`config.mk`:
```
export PLATFORM = sky130hd
export DESIGN_NAME = tribus_rx_keeper
export DESIGN_NICKNAME = d
export VERILOG_FILES = /design/src/rtl/tribus_rx_keeper.sv
export SDC_FILE = /design/constraint.sdc
export NUM_CORES = 1
export LEC_CHECK = 0
export BUFFER_PORTS_ARGS = -buffer_cell sky130_fd_sc_hd__buf_2
export CAP_MARGIN = 20
export CELL_PAD_IN_SITES_DETAIL_PLACEMENT = 1
export CELL_PAD_IN_SITES_GLOBAL_PLACEMENT = 1
export CORE_MARGIN = 1.5
export CORE_UTILIZATION = 40
export DETAILED_ROUTE_END_ITERATION = 12
export GPL_ROUTABILITY_DRIVEN = 0
export PLACE_DENSITY_LB_ADDON = 0.15
export SLEW_MARGIN = 40
export SYNTH_ARGS = -nofsm -noshare
export SYNTH_HDL_FRONTEND = slang
export SYNTH_SLANG_ARGS = --single-unit
```
`constraint.sdc`:
```
create_clock -name CLK -period 1.8 [get_ports CLK]
set_input_delay 0.09 -clock CLK [delete_from_list [all_inputs] [get_ports CLK]]
set_output_delay 0.09 -clock CLK [all_outputs]
set_load 0.03 [all_outputs]
```
`src/rtl/tribus_rx_keeper.sv`:
```
// tribus_rx_keeper: receiver/keeper for a shared inverting tristate bus segment with settle capture, float timeout and contention flag
module tribus_rx_keeper #(
    parameter int WIDTH    = 8,
    parameter int NDRV     = 4,
    parameter int SETTLE   = 2,
    parameter int FLOAT_TO = 15
) (
    input  logic                                               CLK,
    input  logic                                               RST,
    input  logic [WIDTH-1:0]                                   BUS,
    input  logic [NDRV-1:0]                                    EN_VEC,
    input  logic                                               READY,
    input  logic                                               CONT_CLR,
    output logic [WIDTH-1:0]                                   Q,
    output logic [(($clog2(NDRV) > 1) ? $clog2(NDRV) : 1)-1:0] DRV_ID,
    output logic                                               Q_VLD,
    output logic                                               FLOAT,
    output logic                                               CONT
);
    localparam int IW = ($clog2(NDRV) > 1) ? $clog2(NDRV) : 1;
    localparam int CW = $clog2(SETTLE + 1);
    localparam int FW = $clog2(FLOAT_TO + 1);

    typedef enum logic [2:0] {S_IDLE, S_SETTLE, S_OFFER, S_RELEASE, S_ERR} state_t;

    state_t          state, state_n;
    logic [WIDTH-1:0] bus_s;
    logic [NDRV-1:0]  en_s;
    logic [WIDTH-1:0] cand, cand_n;
    logic [IW-1:0]    cdrv, cdrv_n;
    logic [CW-1:0]    cnt, cnt_n;
    logic [FW-1:0]    fcnt;
    logic [WIDTH-1:0] q_n;
    logic [IW-1:0]    id_n;
    logic             vld_n;
    logic [IW-1:0]    idx;
    logic             none, multi, driven, match, take;

    // input sample stage: every decision below looks only at these registers
    always_ff @(posedge CLK or posedge RST) begin
        if (RST) begin
            bus_s <= '0;
            en_s  <= '0;
        end else begin
            bus_s <= BUS;
            en_s  <= EN_VEC;
        end
    end

    // classify the sample and encode the index of the single active driver
    always_comb begin
        none   = ~|en_s;
        multi  = |(en_s & (en_s - NDRV'(1)));
        driven = !none && !multi;
        idx    = '0;
        for (int i = 0; i < NDRV; i++)
            if (en_s[i]) idx = IW'(i);
        match  = driven && idx == cdrv && bus_s == cand;
    end

    // next-state and next-output logic of the capture FSM
    always_comb begin
        state_n = state;
        cand_n  = cand;
        cdrv_n  = cdrv;
        cnt_n   = cnt;
        q_n     = Q;
        id_n    = DRV_ID;
        vld_n   = Q_VLD;
        take    = 1'b0;
        case (state)
            S_IDLE: begin
                if (multi) state_n = S_ERR;
                else if (driven) begin
                    cand_n  = bus_s;
                    cdrv_n  = idx;
                    cnt_n   = CW'(1);
                    state_n = S_SETTLE;
                    take    = CW'(1) == CW'(SETTLE);
                end
            end
            S_SETTLE: begin
                if (multi) state_n = S_ERR;
                else if (none) state_n = S_IDLE;
                else begin
                    cand_n = bus_s;
                    cdrv_n = idx;
                    cnt_n  = match ? cnt + CW'(1) : CW'(1);
                    take   = cnt_n == CW'(SETTLE);
                end
            end
            S_OFFER: begin
                if (READY) begin
                    vld_n   = 1'b0;
                    state_n = S_RELEASE;
                end
            end
            S_RELEASE: begin
                if (multi) state_n = S_ERR;
                else if (none) state_n = S_IDLE;
                else if (!match) begin
                    cand_n  = bus_s;
                    cdrv_n  = idx;
                    cnt_n   = CW'(1);
                    state_n = S_SETTLE;
                    take    = CW'(1) == CW'(SETTLE);
                end
            end
            S_ERR: begin
                if (none) state_n = S_IDLE;
            end
            default: state_n = S_IDLE;
        endcase
        if (take) begin
            q_n     = ~bus_s;
            id_n    = idx;
            vld_n   = 1'b1;
            state_n = S_OFFER;
        end
    end

    // FSM and capture registers; Q keeps its value after the handshake
    always_ff @(posedge CLK or posedge RST) begin
        if (RST) begin
            state  <= S_IDLE;
            cand   <= '0;
            cdrv   <= '0;
            cnt    <= '0;
            Q      <= '0;
            DRV_ID <= '0;
            Q_VLD  <= 1'b0;
        end else begin
            state  <= state_n;
            cand   <= cand_n;
            cdrv   <= cdrv_n;
            cnt    <= cnt_n;
            Q      <= q_n;
            DRV_ID <= id_n;
            Q_VLD  <= vld_n;
        end
    end

    // saturating run length of undriven samples
    always_ff @(posedge CLK or posedge RST) begin
        if (RST) fcnt <= '0;
        else if (!none) fcnt <= '0;
        else if (fcnt != FW'(FLOAT_TO)) fcnt <= fcnt + FW'(1);
    end

    assign FLOAT = fcnt == FW'(FLOAT_TO);

    // sticky contention flag; a contention sample beats a clear request
    always_ff @(posedge CLK or posedge RST) begin
        if (RST) CONT <= 1'b0;
        else if (multi) CONT <= 1'b1;
        else if (CONT_CLR) CONT <= 1'b0;
    end
endmodule

```
After elaboration in Yosys (flattened, before gate mapping):

Index checks and enable logic that the tools add are counted.
W data, S select, Z words.

* register bits: 43
* bits of input ports: 16
* output and inout port bits: 13
* logic and storage cells: 98

* add/subtract/negate cells: 3
* eq/ne operators: 19
* mux-type cells: 48
* bitwise logic cells: 2
* reduce and logical (&&, ||, !) cells: 15

Operators with widths (count)
* $mux W8: 7
* $mux W2: 17
* $mux W3: 9
* $pmux W8 S3: 1
* $pmux W3 S5: 1
* $ne A2 B2 Y1 const B: 7
* $pmux W2 S3: 2
* $mux W1: 9
* $eq A8 B8 Y1: 1
* $mux W4: 2
* $ne A4 B4 Y1 const B: 2
* $not A8 Y8: 1
* $reduce_and A8 Y1: 1
* $reduce_bool A2 Y1: 4
* $reduce_or A4 Y1: 2
* $eq A3 B2 Y1 const B: 2
* $ne A5 B5 Y1 const B: 1
* $add A4 B1 Y4 const B: 1
* $and A4 B4 Y4: 1
* $eq A4 B4 Y1 const B: 1
* $sub A4 B1 Y4 const B: 1
* $eq A3 B1 Y1 const B: 1
* $eq A3 B3 Y1 const B: 1
* $logic_and A1 B1 Y1: 3
* other kinds (9): 9

Longest topological paths before layout:

Gate-level depths: netlist of run 1.

* depth in word-level cells: 14
* mapped depth: 7
* mapped depth without buffers: 6

Least setup slack after synthesis of run 1:

No wires, ideal clock.

* kind: reg-to-reg
* from: register en_s[2]
* to: register cand[0]
* setup time: 127 ps
* arrival: 1780 ps
* data required time: 1673 ps
* setup slack: -108 ps
* cell stages (with the launch flop): 7
* path buffers: 1
* period minus slack after synthesis: 1908 ps
* path through: dfrtp_1 or2_2 xor2_1 nor4_4 a21o_1 buf_6 mux2_1

* longest elaborated chain between the ends: 9
* elaborated cells between the ends (all ways): 19

Ends and longest elaborated chain
* start, declared: RTL line 28 `logic [NDRV-1:0] en_s;`
* start signal, assigned: RTL line 43 `en_s <= '0;`
* start signal, assigned: RTL line 46 `en_s <= EN_VEC;`
* $sub A4 B1 Y4: RTL line 53 `multi = |(en_s & (en_s - NDRV'(1)));`
* $and A4 B4 Y4: RTL line 53
* $reduce_or A4 Y1: RTL line 53
* $logic_not A1 Y1: RTL line 54 `driven = !none && !multi;`
* $logic_and A1 B1 Y1: RTL line 54
* $logic_and A1 B1 Y1 (2 in a row): RTL line 58 `match = driven && idx == cdrv && bus_s == cand;`
* $ne A2 B2 Y1 (no source line)
* $reduce_and A8 Y1 (no source line) *
* end signal, assigned: RTL line 134 `cand <= cand_n;`
* end, declared: RTL line 29 `logic [WIDTH-1:0] cand, cand_n;`

Mark *: on every way between the ends. The rest lies on a longest branch, timed or not.
A chain may end at the register's enable or synchronous reset.

Final worst setup path of run 1:

* from: register en_s[2]
* to: register cdrv[1]

* longest elaborated chain between the ends: 9
* elaborated cells between the ends (all ways): 27

Ends and longest elaborated chain
* $sub A4 B1 Y4: RTL line 53
* $and A4 B4 Y4: RTL line 53
* $reduce_or A4 Y1: RTL line 53
* $logic_not A1 Y1: RTL line 54
* $logic_and A1 B1 Y1: RTL line 54
* $logic_and A1 B1 Y1 (2 in a row): RTL line 58
* $ne A2 B2 Y1 (no source line)
* $reduce_and A8 Y1 (no source line)
* end signal, assigned: RTL line 135 `cdrv <= cdrv_n;`
* end, declared: RTL line 30 `logic [IW-1:0] cdrv, cdrv_n;`

Several ways; a longest one is shown, not always the timed one. The select of a mux whose other input is x is not followed.

==> qor_table.md, run 1 <==
| Metric | Reported | Unit |
|:---|:---|:---|
| Fraction of the yosys area taken by sequential cells | 59.81 | % |
| Critical path startpoint category | flop | - |
| Worst Tran Pin Value | 0.5554 | ns |
| Number of detailed-routing iterations run before antenna repair | 4 | - |
| Area fraction of the dominant cell type after synthesis | 59.81 | % |
| Library cell occupying the most area in the post-synthesis netlist | dfrtp_1 | - |
| Die X | 70.07 | um |
| Number of antenna violations at the first check in global routing | 0 | - |
| Via count of the first global-routing pass | 1449 | - |
| Count of different cell masters after synthesis | 38 | - |
| Final setup violation count | 9 | - |
| Number of flip-flops and latches in the synthesized netlist | 43 | - |
| Warnings, synthesis | 0 | - |
| Shortest period the worst path allows | 1.879 | ns |
| Clock input transition at the sequential cells of the worst setup and hold paths | 0.09 | ns |
| Antenna Cells | 0 | - |
| Average cell area after synthesis | 12.58 | um^2 |
| Pins Over Slew Limit | 0 | - |
| FFs w/ async S/R, synth | 100.0 | % |
| Initial Utilization | 41.32 | % |
| Minimum setup slack in the final design | -0.07887 | ns |
| Maximum clock path buffer count | 2 | - |
| Static leakage | 0.001245 | uW |
| Most frequent cell after synthesis | dfrtp_1 | - |
| Wire length reported by the detailed router | 4.063 | mm |
| Total non-filler cell area in the finished layout | 2496 | um^2 |
| Final hold vios | 0 | - |
| Number of enable flip-flop cells after synthesis | 0 | - |
| Final HPWL from detailed placement | 2.764 | mm |
| Run status | finished with violations | - |
| Layout overhead on the synthesized area | 38.73 | % |
| CTS H-Tree Depth | 2 | - |
| Worst endpoint required time | 1.99 | ns |
| Vias | 1306 | - |
| # rows | 24 | - |
| Violations in the final reports | setup timing | - |
| Netlist area before placement | 1799 | um^2 |
| Total global routing track utilization | 18.10 | % |
| Drt wl/cell | 15.27 | um |
| Gate Count Post-Synth | 143 | - |
| Largest net degree at the start of global routing | 44 | - |
| Vertical extent of the die | 70.07 | um |
| Wire length of the first global-routing pass | 6.837 | mm |
| Overflow left after global routing | 0 | - |
| Most common library cells after synthesis | 43 x dfrtp_1, 12 x inv_1, 11 x mux2i_1, 10 x mux2_1, 10 x xnor2_1 | - |
| Mean number of vias per cell | 4.910 | - |
| Final worst-path cycle share | 104.4 | % |
| Post-Route Skew | 0.007498 | ns |
| RSZ-0062 raised after global routing | yes | - |
| Fillers | 466 | - |
| Critical path cell sequence | or2_4, xor2_2, nor4_4, a21o_1, buf_12, mux2_1 | - |
| Number of clock sinks seen by CTS | 43 | - |
| Top_reg_cell synth | dfrtp_1 | - |
| Peak supply drop | 0.0005198 | V |
| Fraction of layout instances using a drive strength above 1 | 34.58 | % |
| Total Nets Final | 230 | - |
| I/O pin total | 29 | - |
| Syn nets | 160 | - |
| Setup Slack @ Placement | -0.08134 | ns |
| Detailed-route DRC error count | 0 | - |
| DRC marker count from the first detailed-route iteration | 61 | - |
| Synth top area cells | dfrtp_1 60%, mux2_1 6.3%, mux2i_1 6.1%, xnor2_1 4.9%, inv_1 2.5% | - |
| Max Cap Viol | 0 | - |
| Buffer type at the clock tree root | clkbuf_8 | - |
| Port Buffers | 28 | - |
| Skew-Pair Late Insertion Delay | 0.30 | ns |
| Max-slew headroom | 62.97 | % |
| Clock buffer count from CTS | 5 | - |
| Cell with the largest stage delay on the worst path | dfrtp_1 | - |
| Area enclosed by the die boundary | 4909 | um^2 |
| Hold Crit Class | input pin to flop | - |
| Classification of the worst setup path | flop to flop | - |
| Highest clock frequency the design can meet | 0.5322 | GHz |
| Type of destination of the critical path | flop | - |
| DRT antenna net count | 0 | - |
| Area of the core | 4354 | um^2 |
| Power Density | 1023 | nW/um^2 |
| Maximum fanout along the worst path | 9 | - |
| CTS tree | yes | - |
| Arrival time at the worst endpoint | 2.07 | ns |
| Placed standard-cell area | 2140 | um^2 |
| Delay of the slowest cell on the worst path | 0.46 | ns |
worst paths after layout:
path / from / endpoint / slack, ns / depth (start not counted)
max: en_s[2]$_DFF_PP0_ / cdrv[1]$_DFFE_PP0P_ / -0.08 / 6
min: READY / state[0]$_DFFE_PP0P_ / 0.14 / 3
max reg2reg: en_s[2]$_DFF_PP0_ / cdrv[1]$_DFFE_PP0P_ / -0.08 / 6
min reg2reg: Q_VLD$_DFFE_PP0P_ / Q_VLD$_DFFE_PP0P_ / 0.51 / 2
max in group asynchronous: RST / state[1]$_DFFE_PP0P_ / 0.93 / 4
min in group asynchronous: RST / Q[4]$_DFFE_PP0P_ / 0.47 / 4
cell type report:
cell class	count	area [um^2]	area share (%)
clock buffer	6	82.58	3.308
multi-input combinational	84	700.7	28.07
inverter	13	48.80	1.955
sequential	43	1076	43.11
tap	52	65.06	2.607
timing repair buffer	66	484.2	19.40
clock inverter	2	38.79	1.554
metrics by stage:
step	TNS [ns]	power [uW]	hold slack [ns]	utilization, %	cells
6_report	-0.5769	2555	0.1391	57.33	266
5_1_grt	-2.068	2686	0.1431	57.33	266
4_1_cts	-0.6285	2532	0.1302	55.49	262
3_5_place_dp	-0.6054	1685	0.2017	49.14	238
3_3_place_gp	-0.1119	1650	0.1975	49.14	238
2_1_floorplan	-0.3665	1540	0.1214	-	143
layout by cell type (no fill, tap or decap), types with 2 or more instances in the layout:
cell            n
dfrtp_1        43
buf_2          28
buf_4          20
dlygate4sd3_1  14
inv_1          12
mux2i_1        11
xnor2_1        10
nor2_1          7
nand2_1         7
mux2_1          6
clkbuf_8        6
mux2_4          4
nor2b_1         3
buf_6           3
nand4_1         2
nand3_1         2
o21ai_0         2
a21o_1          2
a21oi_1         2
nor3_1          2
flip-flops by register name, indices dropped and copies added, names as in the netlist:
signal	count
CONT	1
Q_VLD	1
cdrv	2
cand	8
Q	8
cnt	2
en_s	4
state	3
bus_s	8
DRV_ID	2
fcnt	4
timing repair:
item	in CTS	in global routing
resized for setup	0	12
hold buffers	14	0
endpoints found under the hold margin	56	0
endpoints found under the setup margin	9	20
setup buffers	2	4
cloned	0	0
pin swaps	5	3
cell families after synthesis:
logic type | after synthesis | synth area share [%]
multiplexers | 21 | 12.38
AO/OA/AOI/OAI | 17 | 6.815
buffers and inverters | 16 | 3.963
AND/OR/NAND/NOR | 33 | 10.50
XOR/XNOR | 12 | 5.841
flip-flops | 43 | 59.81
adder cells (fa/ha/maj) | 1 | 0.6953
critical path: cells and delay by family (launching register included):
kind,cells,cell delay [ns]
AOI/OAI and AO/OA,1,0.22
xor gates and xnor gates,1,0.16
buffers and inverters,1,0.15
DFF,1,0.46
muxes,1,0.32
and+or+nand+nor,2,0.44
layer usage:
metal	GRT usage (%)	share of wire (%)	routed length [um]	up-vias
met5	0	0	0	-
met4	4.487	0.89	36	0
met3	5.195	3.2	131	5
met2	33.86	54	2212	22
met1	20.02	41	1683	654
li1	-	-	-	625
where the power goes:
part / leakage (uW) / total, uW / switching [uW] / internal, uW
Sequential: 0.000533 / 1250 / 140 / 1110
Combinational: 0.000650 / 491 / 194 / 297
Clock: 0.0000618 / 812 / 356 / 457
Total: 0.00125 / 2550 / 690 / 1870
Power figures use the tool's default switching activity.
==> inputs of run 2 (changes only) <==
--- a/config.mk
+++ b/config.mk
@@ -13,7 +13,7 @@
 export CORE_UTILIZATION = 40
 export DETAILED_ROUTE_END_ITERATION = 12
 export GPL_ROUTABILITY_DRIVEN = 0
-export PLACE_DENSITY_LB_ADDON = 0.15
+export PLACE_DENSITY_LB_ADDON = 0.1
 export SLEW_MARGIN = 40
 export SYNTH_ARGS = -nofsm -noshare
 export SYNTH_HDL_FRONTEND = slang
==> run 2 against run 1 <==
Against the previous run:
- the flow still finishes with violations (setup timing)
- largest power group unchanged
- wire length decreased by 1.2%
- fmax shrank 1.2%
- core utilization shrank 0.95 points
- worst setup slack worse by 0.023 ns
- global-route usage increased by 0.44 points
- clock skew rose by 0.0011 ns
- critical path depth unchanged
- cell count shrank 0.75%
==> qor_table.md, run 2 (synthesized netlist as in run 1, its figures left out) <==
| Metric | Reported | Unit |
|:---|:---|:---|
| Leading cell type in the layout, fill and taps excluded | dfrtp_1 | - |
| CTS tree | yes | - |
| Worst path depth | 6 | - |
| Detailed-route DRC error count | 0 | - |
| DRC marker count from the first detailed-route iteration | 31 | - |
| Violations in the final reports | setup timing | - |
| Number of detailed-routing iterations run before antenna repair | 4 | - |
| Number of clock sinks seen by CTS | 43 | - |
| Proportion of power drawn by flip-flops and latches | 53.0 | % |
| Critical path startpoint category | flop | - |
| I/O pin total | 29 | - |
| Cell with the largest stage delay on the worst path | dfrtp_1 | - |
| Number of antenna violations at the first check in global routing | 0 | - |
| # rows | 24 | - |
| Cell depth of the worst flop-to-flop path | 6 | - |
| Worst Hold Path Cells | 4 | - |
| Register Area | 1077 | um^2 |
| Die X | 70.07 | um |
| Largest net degree at the start of global routing | 44 | - |
| Worst path bufs/invs | 1 | - |
| Drt wl/cell | 15.21 | um |
| Minimum setup slack in the final design | -0.1019 | ns |
| Critical path cell sequence | xnor2_1, nand4_1, nor4_4, a21o_1, buf_12, mux2_1 | - |
| Mean number of vias per cell | 4.996 | - |
| Pins Over Slew Limit | 0 | - |
| Shortest period the worst path allows | 1.902 | ns |
| Total global routing track utilization | 18.53 | % |
| CTS H-Tree Depth | 2 | - |
| Maximum fanout along the worst path | 9 | - |
| Final HPWL from detailed placement | 2.684 | mm |
| Clock network power share | 24.8 | % |
| Vias | 1319 | - |
| Wire length reported by the detailed router | 4.016 | mm |
| Switching part of the total power | 27.93 | % |
| Worst endpoint required time | 1.98 | ns |
| Final hold vios | 0 | - |
| Area of the core | 4354 | um^2 |
| Fillers | 455 | - |
| Area of the multi-input gates | 709.4 | um^2 |
| Total Nets Final | 228 | - |
| Final worst-path cycle share | 105.7 | % |
| Area enclosed by the die boundary | 4909 | um^2 |
| Port Buffers | 28 | - |
| Psw | 661.5 | uW |
| Clock input transition at the sequential cells of the worst setup and hold paths | 0.08 | ns |
| Wire length of the first global-routing pass | 6.996 | mm |
| Clock buffer count from CTS | 5 | - |
| Type of destination of the critical path | flop | - |
| Power Density | 964.8 | nW/um^2 |
| Initial Utilization | 41.32 | % |
| Largest delay share family, worst path | simple AND/OR/NAND/NOR gates | - |
| Delay of the slowest cell on the worst path | 0.40 | ns |
| Arrival time at the worst endpoint | 2.08 | ns |
| Final setup violation count | 9 | - |
| Peak supply drop | 0.0004525 | V |
| Run status | finished with violations | - |
| Overflow left after global routing | 0 | - |
| Buffer type at the clock tree root | clkbuf_8 | - |
| Share of total power in combinational logic | 22.2 | % |
| Highest clock frequency the design can meet | 0.5258 | GHz |
| Vertical extent of the die | 70.07 | um |
| Worst Tran Pin Value | 0.5476 | ns |
| Fraction of layout instances using a drive strength above 1 | 34.91 | % |
| RSZ-0062 raised after global routing | yes | - |
| Max-slew headroom | 63.49 | % |
| Max Cap Viol | 0 | - |
| Via count of the first global-routing pass | 1495 | - |
| Total negative setup slack | -0.8322 | ns |
| Maximum clock path buffer count | 2 | - |
| Biggest registers after layout | Q: 8 flops, bus_s: 8 flops, cand: 8 flops | - |
| Post-Route Skew | 0.008632 | ns |
| Static leakage | 0.001227 | uW |
| Layout overhead on the synthesized area | 36.44 | % |
| Worst Hold Slack | 0.1235 | ns |
| Skew-Pair Late Insertion Delay | 0.30 | ns |
| Classification of the worst setup path | flop to flop | - |
| Antenna Cells | 0 | - |
| DRT antenna net count | 0 | - |
| Leading cell types in the layout, fill and taps excluded | 42 x dfrtp_1, 28 x buf_2, 17 x buf_4 | - |
| Hold Crit Class | input pin to flop | - |
| Pint | 1707 | uW |
[run 2: cell count changes in the layout (fill, tap and decap cells not counted), moves of 2 or more]
cell / previous run / this run
mux2_4: 4 / 6
buf_4: 20 / 17
mux2_1: 6 / 4
clkbuf_1: 0 / 2
[run 2: cell type report]
| class | instances | area share, % |
|---|---|---|
| flip-flops and latches | 43 | 43.88 |
| multi-input cells | 84 | 28.90 |
| repair buffers | 64 | 19.27 |
| clock buffers | 7 | 3.109 |
| well taps | 52 | 2.650 |
| inverters | 13 | 1.988 |
| clock inverters | 1 | 0.2039 |
[run 2: worst register-to-register path: cells and delay by family (launching register included)]
| kind | cells | cell delay (ns) |
|---|---|---|
| AND/OR/NAND/NOR | 2 | 0.53 |
| flip-flops | 1 | 0.40 |
| multiplexers | 1 | 0.32 |
| AO/OA/AOI/OAI | 1 | 0.22 |
| XOR/XNOR | 1 | 0.17 |
| buffers and inverters | 1 | 0.15 |
[run 2: layer usage]
| layer | global-route usage [%] | vias to the layer above | wire length, um |
|---|---|---|---|
| met5 | 0 | - | 0 |
| met4 | 5.769 | 0 | 56 |
| met3 | 4.762 | 8 | 113 |
| met2 | 35.45 | 20 | 2283 |
| met1 | 19.66 | 671 | 1562 |
| li1 | - | 620 | - |
[run 2: path summary, 6_finish.rpt]
check	startpoint	endpoint	slack [ns]
min in group asynchronous	RST	fcnt[0]$_DFFE_PP0P_	0.52
min reg2reg	Q_VLD$_DFFE_PP0P_	Q_VLD$_DFFE_PP0P_	0.49
max	bus_s[7]$_DFF_PP0_	cand[1]$_DFFE_PP0P_	-0.10
max in group asynchronous	RST	en_s[2]$_DFF_PP0_	0.89
max reg2reg	bus_s[7]$_DFF_PP0_	cand[1]$_DFFE_PP0P_	-0.10
min	READY	Q_VLD$_DFFE_PP0P_	0.12
[run 2: power by group through the flow]
stage / clock (uW) / combinational, uW / sequential [uW]
final: 587 / 525 / 1260
after global routing: 637 / 570 / 1280
after CTS: 606 / 530 / 1250
after detailed placement: 0 / 419 / 1270
after global placement: 0 / 398 / 1250
after floorplan: 0 / 307 / 1230
[run 2: timing repair]
item,4_1_cts,5_1_grt
endpoints found under the hold margin,56,0
pin swaps,2,3
cloned,0,0
setup endpoints to repair,19,21
hold buffers,14,0
gates resized for setup,7,10
buffers inserted,4,2
[run 2: metrics by stage]
stage	cells	util (%)	instance area (um^2)	power, uW	worst slack (ns)
2_1_floorplan	143	-	1809	1540	-0.04072
3_3_place_gp	237	48.97	2132	1647	-0.01223
3_5_place_dp	237	48.97	2132	1685	-0.1338
4_1_cts	263	55.32	2409	2385	-0.1235
5_1_grt	264	56.38	2455	2485	-0.2062
6_report	264	56.38	2455	2368	-0.1019
